[src/rtl/sw_debounce2.sv]
// Two-channel switch debouncer: 2-FF synchronizer plus a per-channel persistence counter,
// with registered one-cycle rise/fall pulses. Define SW_DEBOUNCE_INV_EN for active-low inputs.
module sw_debounce2 #(
  parameter int DEBOUNCE_CYCLES = 120000,
  parameter int CNT_W           = 17
) (
  input  logic       clk,
  input  logic       rstn,
  input  logic [1:0] sw_in,
  output logic [1:0] sw_out,
  output logic [1:0] sw_rise,
  output logic [1:0] sw_fall
);

  typedef enum logic {
    IDLE  = 1'b0,
    COUNT = 1'b1
  } state_t;

  localparam logic [CNT_W-1:0] LAST = CNT_W'(DEBOUNCE_CYCLES - 1);

  logic [1:0] raw;

`ifdef SW_DEBOUNCE_INV_EN
  // Pull-up pushbuttons idle high; invert so that sw_out=1 means "pressed".
  assign raw = ~sw_in;
`else
  assign raw = sw_in;
`endif

  for (genvar i = 0; i < 2; i++) begin : g_ch
    logic             s1, s2;
    logic [CNT_W-1:0] cnt, cnt_nxt;
    state_t           state, state_nxt;
    logic             out_q, out_nxt;
    logic             rise_q, rise_nxt;
    logic             fall_q, fall_nxt;

    // NOTE: every flop here uses non-blocking assignments so all registers update
    // from the same pre-edge values; blocking would collapse s1->s2 into one stage.
    always_ff @(posedge clk or negedge rstn) begin
      if (!rstn) begin
        s1     <= 1'b0;
        s2     <= 1'b0;
        state  <= IDLE;
        cnt    <= '0;
        out_q  <= 1'b0;
        rise_q <= 1'b0;
        fall_q <= 1'b0;
      end else begin
        s1     <= raw[i];
        s2     <= s1;
        state  <= state_nxt;
        cnt    <= cnt_nxt;
        out_q  <= out_nxt;
        rise_q <= rise_nxt;
        fall_q <= fall_nxt;
      end
    end

    // NOTE: every output of this block gets a default first, so no path can leave
    // a signal unassigned and infer a latch.
    always_comb begin
      state_nxt = IDLE;
      cnt_nxt   = '0;
      out_nxt   = out_q;
      rise_nxt  = 1'b0;
      fall_nxt  = 1'b0;
      case (state)
        IDLE: begin
          if (s2 != out_q) begin
            state_nxt = COUNT;
            cnt_nxt   = CNT_W'(1);
          end
        end
        COUNT: begin
          if (s2 == out_q) begin
            state_nxt = IDLE;
          end else if (cnt == LAST) begin
            // Level held for the full window: accept it and pulse once.
            out_nxt   = s2;
            rise_nxt  = s2;
            fall_nxt  = ~s2;
          end else begin
            state_nxt = COUNT;
            cnt_nxt   = cnt + 1'b1;
          end
        end
        default: state_nxt = IDLE;
      endcase
    end

    assign sw_out[i]  = out_q;
    assign sw_rise[i] = rise_q;
    assign sw_fall[i] = fall_q;
  end

endmodule

[config.mk]
export PLATFORM = sky130hd
export DESIGN_NAME = sw_debounce2
export DESIGN_NICKNAME = d
export VERILOG_FILES = /design/src/rtl/sw_debounce2.sv
export SDC_FILE = /design/constraint.sdc
export NUM_CORES = 1
export LEC_CHECK = 0
export ABC_AREA = 1
export BUFFER_PORTS_ARGS = -buffer_cell sky130_fd_sc_hd__buf_2
export CELL_PAD_IN_SITES_DETAIL_PLACEMENT = 1
export CELL_PAD_IN_SITES_GLOBAL_PLACEMENT = 1
export CORE_MARGIN = 5
export CORE_UTILIZATION = 25
export CTS_CLUSTER_SIZE = 40
export DETAILED_ROUTE_END_ITERATION = 10
export PLACE_DENSITY = 0.59
export REMOVE_ABC_BUFFERS = 1
export SETUP_SLACK_MARGIN = 0.1
export SLEW_MARGIN = 40
export SYNTH_ARGS = -nofsm -noshare
export SYNTH_HDL_FRONTEND = slang
export SYNTH_SLANG_ARGS = --single-unit
[constraint.sdc]
create_clock -name clk -period 1.5 [get_ports clk]
set_input_delay 0.075 -clock clk [delete_from_list [all_inputs] [get_ports clk]]
set_output_delay 0.075 -clock clk [all_outputs]
set_load 0.05 [all_outputs]
==> flow_summary.toml, run 1 <==
[cells_and_area]
drive_gt1_frac = 0.217
antenna_cells = 0
area_growth_pct = 25.3
nFillCells = 1214
nets = 365
final_cells = 493
stdcell_area_sq_um = 3150
final_util = 0.322

[synth]
synth_edf_count = 0
mappedNetlistArea_sq_um = 2510
ys_seq_area_frac = 0.458
yosysTopAreaCell = "dfrtp_1"
syn_inst = 329
synth_top_cells_by_area = "dfrtp_1 (46%), nand2_1 (11%), nor2_1 (11%)"
synthDistinctLibCells = 22
ys_ff_latch = 46
synth_top_flop_cell = "dfrtp_1"
synth_top_area_frac = 0.458
ys_warn_count = 0
syn_area_per_cell_sq_um = 7.64
synthArstFlopShare = 1.00

[route]
vias = 2156
postRouteAntennaNets = 0
avgViaCountPerCell = 4.37
drtIter0Drc = 68
drc = 0
first_pass_iters = 4
wire_per_inst_microns = 13.7
totalWireLength_microns = 6750

[clock_network]
htreeDepth = 2
numCtsBuffers = 5
clk_path_buf_depth = 2
clock_latency_ps = 300
clkTransAtPathRegs_ps = 100
cts.sinks = 46
cts_tree = "done"
clock-root-buffer = "clkbuf_8"

[timing]
period_share = 0.919
fin_crit_ps = 1380
fin_tns_setup_ps = 0
finalHoldViolations = 0
max-slew-margin-rel = 0.641
drv_slew = 0
fmax_mhz = 726
finalSetupViolCount = 0
holdWs_ps = 289
setup_ws_ps = 122
clock_skew_ps = 7.75
tightest_slew_ps = 538
rsz0062_at_grt = "yes"

[place]
placed_area_sq_um = 2780
port_buffers = 9
dp_hpwl_microns = 5000
dp_slack_ps = -31.1
routabilityCongestion = 0.832
dp_cells = 477

[min_path]
hold_class = "in2async"

[worst_setup_path]
crit_type = "reg2reg"
setup.worst_path.start_class = "register"
arrival_ps = 1550
cpPeakStageDelay_ps = 420
crit_buf_inv = 0
crit_slowest_cell = "dfrtp_1"
crit_path_end_kind = "register"
cpLargestDelayFamily = "simple AND/OR/NAND/NOR gates"
cpMostUsedCell = "nand3_4"
path_max_fanout = 9
ff2ff_path_depth = 6
crit_chain = "ha_4, nand3_4, nor2_4, nand3_4, nand2_8, o21ai_0"
path_depth = 6
cp.required_ps = 1670

[power_and_ir_drop]
p_leak_nw = 1.32
power_density_nw_per_um2 = 769
vdd_drop_max_mv = 0.519
power.total_mw = 2.42

[grt]
antenna_found_initial = 0
grt_pass1_vias = 2320
grt_usage = 0.122
overflow = 0
grt_pass1_wl_microns = 11600
grt_max_degree = 28

[die]
boundaryPins = 10
die_x_microns = 110
start_util = 0.257
dieHeight_microns = 110
num_rows = 36
design.die.area_sq_um = 12200
core_area_sq_um = 9770

[run]
drv_cap = 0

[run_status]
outcome = "finished, final reports clean"
==> cell usage in the layout, fill, tap and decap left out, drive strengths merged, types with 5 or more instances in the layout <==
| cell | n |
|---|---|
| buf | 27 |
| clkbuf | 5 |
| dfrtp | 46 |
| inv | 39 |
| nand2 | 78 |
| nand3 | 31 |
| nand4 | 6 |
| nor2 | 81 |
| nor3 | 9 |
| o21ai | 5 |
| o21bai | 5 |
| xor2 | 12 |
==> layout make-up <==
cell class / count / area (sq um) / area share
Clock buffer: 5 / 68.8 / 0.0219
Inverter: 39 / 146 / 0.0465
Tap cell: 133 / 166 / 0.0529
Clock inverter: 3 / 40.0 / 0.0127
Multi-Input combinational cell: 237 / 1340 / 0.426
Sequential cell: 46 / 1160 / 0.368
Timing Repair Buffer: 30 / 226 / 0.0719
==> path summary, 6_finish.rpt <==
| path | start | end | slack, ps |
|---|---|---|---|
| max | g_ch[1].cnt[1] | g_ch[1].state | 120 |
| min | rstn | g_ch[0].cnt[7] | 290 |
| max reg2reg | g_ch[1].cnt[1] | g_ch[1].state | 120 |
| min reg2reg | g_ch[0].s1 | g_ch[0].s2 | 360 |
| max in group asynchronous | rstn | g_ch[0].cnt[10] | 660 |
| min in group clk | g_ch[0].s1 | g_ch[0].s2 | 360 |
==> layer usage <==
layer | vias to the layer above | global-route usage | share of wire | wire length (microns)
li1 | 1074 | - | - | -
met1 | 1062 | 0.155 | 0.45 | 3050
met2 | 16 | 0.221 | 0.52 | 3540
met3 | 4 | 0.0245 | 0.019 | 125
met4 | 0 | 0.0141 | 0.0053 | 36
met5 | - | 0 | 0 | 0
==> registers in the layout (all words and copies together), names as in the netlist <==
register	cells
g_ch.cnt	34
g_ch.state	2
g_ch.fall_q	2
g_ch.s2	2
g_ch.out_q	2
g_ch.rise_q	2
g_ch.s1	2
==> kinds of logic (layout without fill, tap and decap cells) <==
family                   count (synthesis)  in the layout  synth area share
XOR/XNOR                                16             16            0.0558
adder cells (fa/ha/maj)                  2              2           0.00996
buffers and inverters                   48             77            0.0871
AND/OR/NAND/NOR                        207            209             0.364
flip-flops                              46             46             0.458
AO/OA/AOI/OAI                           10             10            0.0249
==> where the power goes <==
part,internal (mW),switching (mW)
registers,1.27,0.0265
logic,0.0701,0.120
clock network,0.492,0.445
==> synth_stat cells (4+ instances only) <==
master,number
nand4_1,6
o21bai_1,5
inv_1,39
nor2_1,74
nand2_1,74
dfrtp_1,46
nor2_2,5
nand3_1,28
nor3_1,9
xor2_1,12
buf_4,6
xnor2_1,4
==> what timing repair did <==
item	CTS	global route
gates resized for setup	15	32
setup endpoints to repair	27	39
pin swaps	3	14
setup buffers	1	2
endpoints found under the hold margin	21	0
gates cloned	2	0
hold buffers	3	0
Note: power is estimated with default switching activity, not from simulation.
==> inputs of run 2 (changes only) <==
--- a/config.mk
+++ b/config.mk
@@ -13,6 +13,7 @@
 export CORE_UTILIZATION = 25
 export CTS_CLUSTER_SIZE = 40
 export DETAILED_ROUTE_END_ITERATION = 10
+export GPL_TIMING_DRIVEN = 0
 export PLACE_DENSITY = 0.59
 export REMOVE_ABC_BUFFERS = 1
 export SETUP_SLACK_MARGIN = 0.1
==> run 2 against run 1 <==
Clock power is 12% lower. Count of clock-buffer cells in the layout unchanged. Fmax decreased by 1.3%. Hold slack gained 17 ps. Wire length shrank 5.6%. Critical path type unchanged. Global-route usage shrank 0.91 points. Non-clock buffer count increased by 2.
==> flow_summary.toml, run 2 (same netlist as run 1, synthesis figures left out) <==
[run_status]
outcome = "finished, final reports clean"

[route]
vias = 2158
postRouteAntennaNets = 0
first_pass_iters = 4
drtIter0Drc = 50
totalWireLength_microns = 6370
drc = 0
avgViaCountPerCell = 4.36
wire_per_inst_microns = 12.9

[clock_network]
cts_tree = "done"
clk_path_buf_depth = 2
htreeDepth = 2
numCtsBuffers = 5
clock_latency_ps = 320
clock-root-buffer = "clkbuf_8"
cts.sinks = 46
clkTransAtPathRegs_ps = 100

[worst_setup_path]
ff2ff_path_depth = 5
path_max_fanout = 5
setup.worst_path.start_class = "register"
crit_slowest_cell = "dfrtp_2"
cp.required_ps = 1730
cpLargestDelayFamily = "simple AND/OR/NAND/NOR gates"
cpPeakStageDelay_ps = 460
crit_chain = "xnor2_2, nor2_4, buf_4, nand2_4, nor3_1"
crit_buf_inv = 1
crit_path_end_kind = "register"
rr_startpoint = "g_ch[1].s2"
arrival_ps = 1630
timing.rr.end = "g_ch[1].cnt[5]"
startpoint = "g_ch[1].s2"
crit_type = "reg2reg"
path_depth = 5
r2r_slack_ps = 100
cp-endpoint = "g_ch[1].cnt[5]"

[min_path]
hold_class = "in2async"

[cells_and_area]
area_growth_pct = 26.3
multiInputGateArea_sq_um = 1370
drive_gt1_frac = 0.243
layout_common_cells = "nand2_1 (68), nor2_1 (63), dfrtp_1 (41)"
antenna_cells = 0
final-seq-area_sq_um = 1160
final_cells = 495
nFillCells = 1225
layout.cells.most_common = "nand2_1"
nets = 367
largest_register_ffs = 34
top_register = "g_ch.cnt"

[grt]
grt_usage = 0.113
grt_pass1_wl_microns = 10700
grt_max_degree = 47
antenna_found_initial = 0
grt_pass1_vias = 2231
overflow = 0

[timing]
fmax_mhz = 716
drv_slew = 0
holdWs_ps = 305
clock_skew_ps = 5.66
fin_crit_ps = 1400
finalSetupViolCount = 0
max-slew-margin-rel = 0.602
finalHoldViolations = 0
tightest_slew_ps = 597
period_share = 0.931
setup_ws_ps = 104
rsz0062_at_grt = "yes"

[power_and_ir_drop]
p_leak_nw = 1.32
power_density_nw_per_um2 = 740
vdd_drop_max_mv = 0.500

[place]
port_buffers = 9
dp_hpwl_microns = 4340
dp_cells = 462
dp_slack_ps = -92.3
routabilityCongestion = 0.783

[run]
drv_cap = 0

[die]
num_rows = 36
design.die.area_sq_um = 12200
core_area_sq_um = 9770
dieHeight_microns = 110
boundaryPins = 10
die_x_microns = 110
start_util = 0.257
-- run 2: cell count changes in the layout (fill, tap and decap cells not counted), sizes merged --
cell and change:
buf +2, bufinv -1, clkinv -1, clkinvlp +1, inv +1
-- run 2: per-stage QoR --
step	cell area [sq um]	TNS, ps	utilization	total power, mW
2_1_floorplan	2440	0	-	1.39
3_3_place_gp	2650	-123	0.271	1.44
3_5_place_dp	2650	-497	0.272	1.45
4_1_cts	2960	0	0.303	2.36
5_1_grt	3170	0	0.325	2.49
6_report	3170	0	0.325	2.35
-- run 2: metal layers --
layer	global-route usage	part of all wire
met3	0.0262	0.020
met4	0.0317	0.011
met5	0	0
met2	0.200	0.53
met1	0.138	0.44
-- run 2: power breakdown --
group | internal (mW) | switching (mW)
combinational | 0.101 | 0.125
sequential | 1.27 | 0.0274
clock | 0.337 | 0.492
-- run 2: worst min-delay path by stage --
stage,to,slack (ps)
global route,g_ch[1].cnt[4],360
CTS,g_ch[0].cnt[15],340
finish,g_ch[1].cnt[3],310
detailed placement,g_ch[0].cnt[5],140
floorplan,g_ch[0].cnt[0],-220
global placement,g_ch[0].s1,180
-- run 2: timing repair --
action                                  CTS  global route
cloned                                    1             1
hold buffers                              3             0
endpoints found under the hold margin    48             0
setup buffers                             7            13
gates resized for setup                  23            30
pin swaps                                 9            17
endpoints found under the setup margin   37            38
-- run 2: area by class of cell --
type	instances	area share
Inverter	39	0.0461
Sequential cell	46	0.365
Clock inverter	3	0.00788
Tap cell	133	0.0524
Multi-Input combinational cell	237	0.432
Timing Repair Buffer	32	0.0757
Clock buffer	5	0.0217
==> inputs of run 3 (changes only) <==
--- a/config.mk
+++ b/config.mk
@@ -10,11 +10,10 @@
 export CELL_PAD_IN_SITES_DETAIL_PLACEMENT = 1
 export CELL_PAD_IN_SITES_GLOBAL_PLACEMENT = 1
 export CORE_MARGIN = 5
-export CORE_UTILIZATION = 25
-export CTS_CLUSTER_SIZE = 40
+export CORE_UTILIZATION = 45
 export DETAILED_ROUTE_END_ITERATION = 10
 export GPL_TIMING_DRIVEN = 0
-export PLACE_DENSITY = 0.59
+export PLACE_DENSITY = 0.89
 export REMOVE_ABC_BUFFERS = 1
 export SETUP_SLACK_MARGIN = 0.1
 export SLEW_MARGIN = 40
==> run 3 against run 2 <==
The flow now finishes with violations (negative setup slack). Clock skew rose by 2.0 ps. Die area fell by 41%. Cell area shrank 0.39%.
==> flow_summary.toml, run 3 (same netlist as run 1, synthesis figures left out) <==
[place]
routabilityCongestion = 0.837
placed_area_sq_um = 2580
dp_hpwl_microns = 4440
dp_slack_ps = -101
port_buffers = 9

[cells_and_area]
antenna_cells = 0
largest_register_ffs = 34
drive_gt1_frac = 0.285
nFillCells = 684
layout.cells.most_common = "nand2_1"
top_register = "g_ch.cnt"
stdcell_area_sq_um = 3160
layout_common_cells = "nand2_1 (67), nor2_1 (57), inv_1 (38)"
nets = 363
area_growth_pct = 25.8

[grt]
antenna_found_initial = 0
grt_pass1_vias = 2381
grt_usage = 0.200
grt_max_degree = 47
grt_pass1_wl_microns = 11400
overflow = 0

[timing]
fin_crit_ps = 1500
max-slew-margin-rel = 0.588
rsz0062_at_grt = "yes"
finalSetupViolCount = 1
setup_ws_ps = -0.720
period_share = 1.00
drv_slew = 0
fmax_mhz = 666
finalHoldViolations = 0
clock_skew_ps = 7.66
tightest_slew_ps = 618
fin_tns_setup_ps = -0.720

[run]
drv_cap = 0

[die]
core_area_sq_um = 5470
num_rows = 27
start_util = 0.459
boundaryPins = 10
dieHeight_microns = 84.7
design.die.area_sq_um = 7180
die_x_microns = 84.7

[worst_setup_path]
arrival_ps = 1730
cpPeakStageDelay_ps = 460
cpMostUsedCell = "nand2_1"
cp.required_ps = 1730
setup.worst_path.start_class = "register"
crit_type = "reg2reg"
path_max_fanout = 5
crit_slowest_cell = "dfrtp_1"
crit_path_end_kind = "register"
crit_chain = "nand2_1, nor2_2, nand2_1, o21ai_1, nand3_1, nor2_1"

[route]
vias = 2373
totalWireLength_microns = 8640
avgViaCountPerCell = 5.52
postRouteAntennaNets = 0
drc = 0
wire_per_inst_microns = 20.1
drtIter0Drc = 140
first_pass_iters = 4

[run_status]
violations = "negative setup slack"
outcome = "finished with violations"

[power_and_ir_drop]
vdd_drop_max_mv = 0.469
p_leak_nw = 1.32
power_density_nw_per_um2 = 752

[clock_network]
numCtsBuffers = 5
clk_path_buf_depth = 2
cts_tree = "done"
clock_latency_ps = 320
htreeDepth = 2
clkTransAtPathRegs_ps = 90
cts.sinks = 46
clock-root-buffer = "clkbuf_8"

[min_path]
hold_class = "in2async"
## run 3: final cells by class
| type | instances | area [sq um] | area share |
|---|---|---|---|
| well taps | 72 | 90.1 | 0.0285 |
| flip-flops and latches | 46 | 1160 | 0.368 |
| clock buffers | 5 | 68.8 | 0.0218 |
| multi-input cells | 238 | 1470 | 0.466 |
| repair buffers | 27 | 194 | 0.0613 |
| clock inverters | 3 | 25.0 | 0.00791 |
| inverters | 39 | 146 | 0.0463 |
## run 3: metal layers
metal | global-route usage | wire length, microns | up-vias
met5 | 0 | 0 | -
met4 | 0.0734 | 293 | 0
met3 | 0.0314 | 289 | 23
met2 | 0.367 | 4700 | 54
met1 | 0.234 | 3360 | 1218
li1 | - | - | 1078
## run 3: repair_timing
item / in CTS / in global routing
endpoints found under the hold margin: 48 / 0
gates resized for setup: 24 / 58
pin swaps: 5 / 20
gates cloned: 2 / 1
hold buffers: 3 / 0
setup endpoints to repair: 37 / 37
buffers inserted: 6 / 9
## run 3: worst paths after layout
check                                   to  depth (start not counted)            from  slack, ps
max reg2reg                g_ch[0].cnt[16]                          6  g_ch[0].cnt[7]       -0.7
min reg2reg                     g_ch[1].s2                          0      g_ch[1].s1        360
max in group asynchronous   g_ch[1].cnt[7]                          2            rstn        750
max                        g_ch[0].cnt[16]                          6  g_ch[0].cnt[7]       -0.7
min in group clk                g_ch[1].s2                          0      g_ch[1].s1        360
min                         g_ch[1].cnt[6]                          2            rstn        300
## run 3: critical path: cells and delay by family, from the launching register on
kind | cells | cell delay, ps
flops | 1 | 460
compound gates | 1 | 160
simple gates | 5 | 780
## run 3: per-stage QoR
stage | std cells | hold slack, ps | util | total power, mW
6_report | 430 | 300 | 0.578 | 2.38
2_1_floorplan | 320 | -221 | - | 1.39
3_3_place_gp | 401 | 185 | 0.471 | 1.44
5_1_grt | 430 | 338 | 0.578 | 2.49
4_1_cts | 420 | 325 | 0.523 | 2.31
3_5_place_dp | 401 | 124 | 0.471 | 1.45
## run 3: report_power, final
part           switching [mW]  internal [mW]  leakage, nW
sequential             0.0333           1.27        0.610
clock                   0.493          0.337       0.0447
combinational           0.153         0.0923        0.661
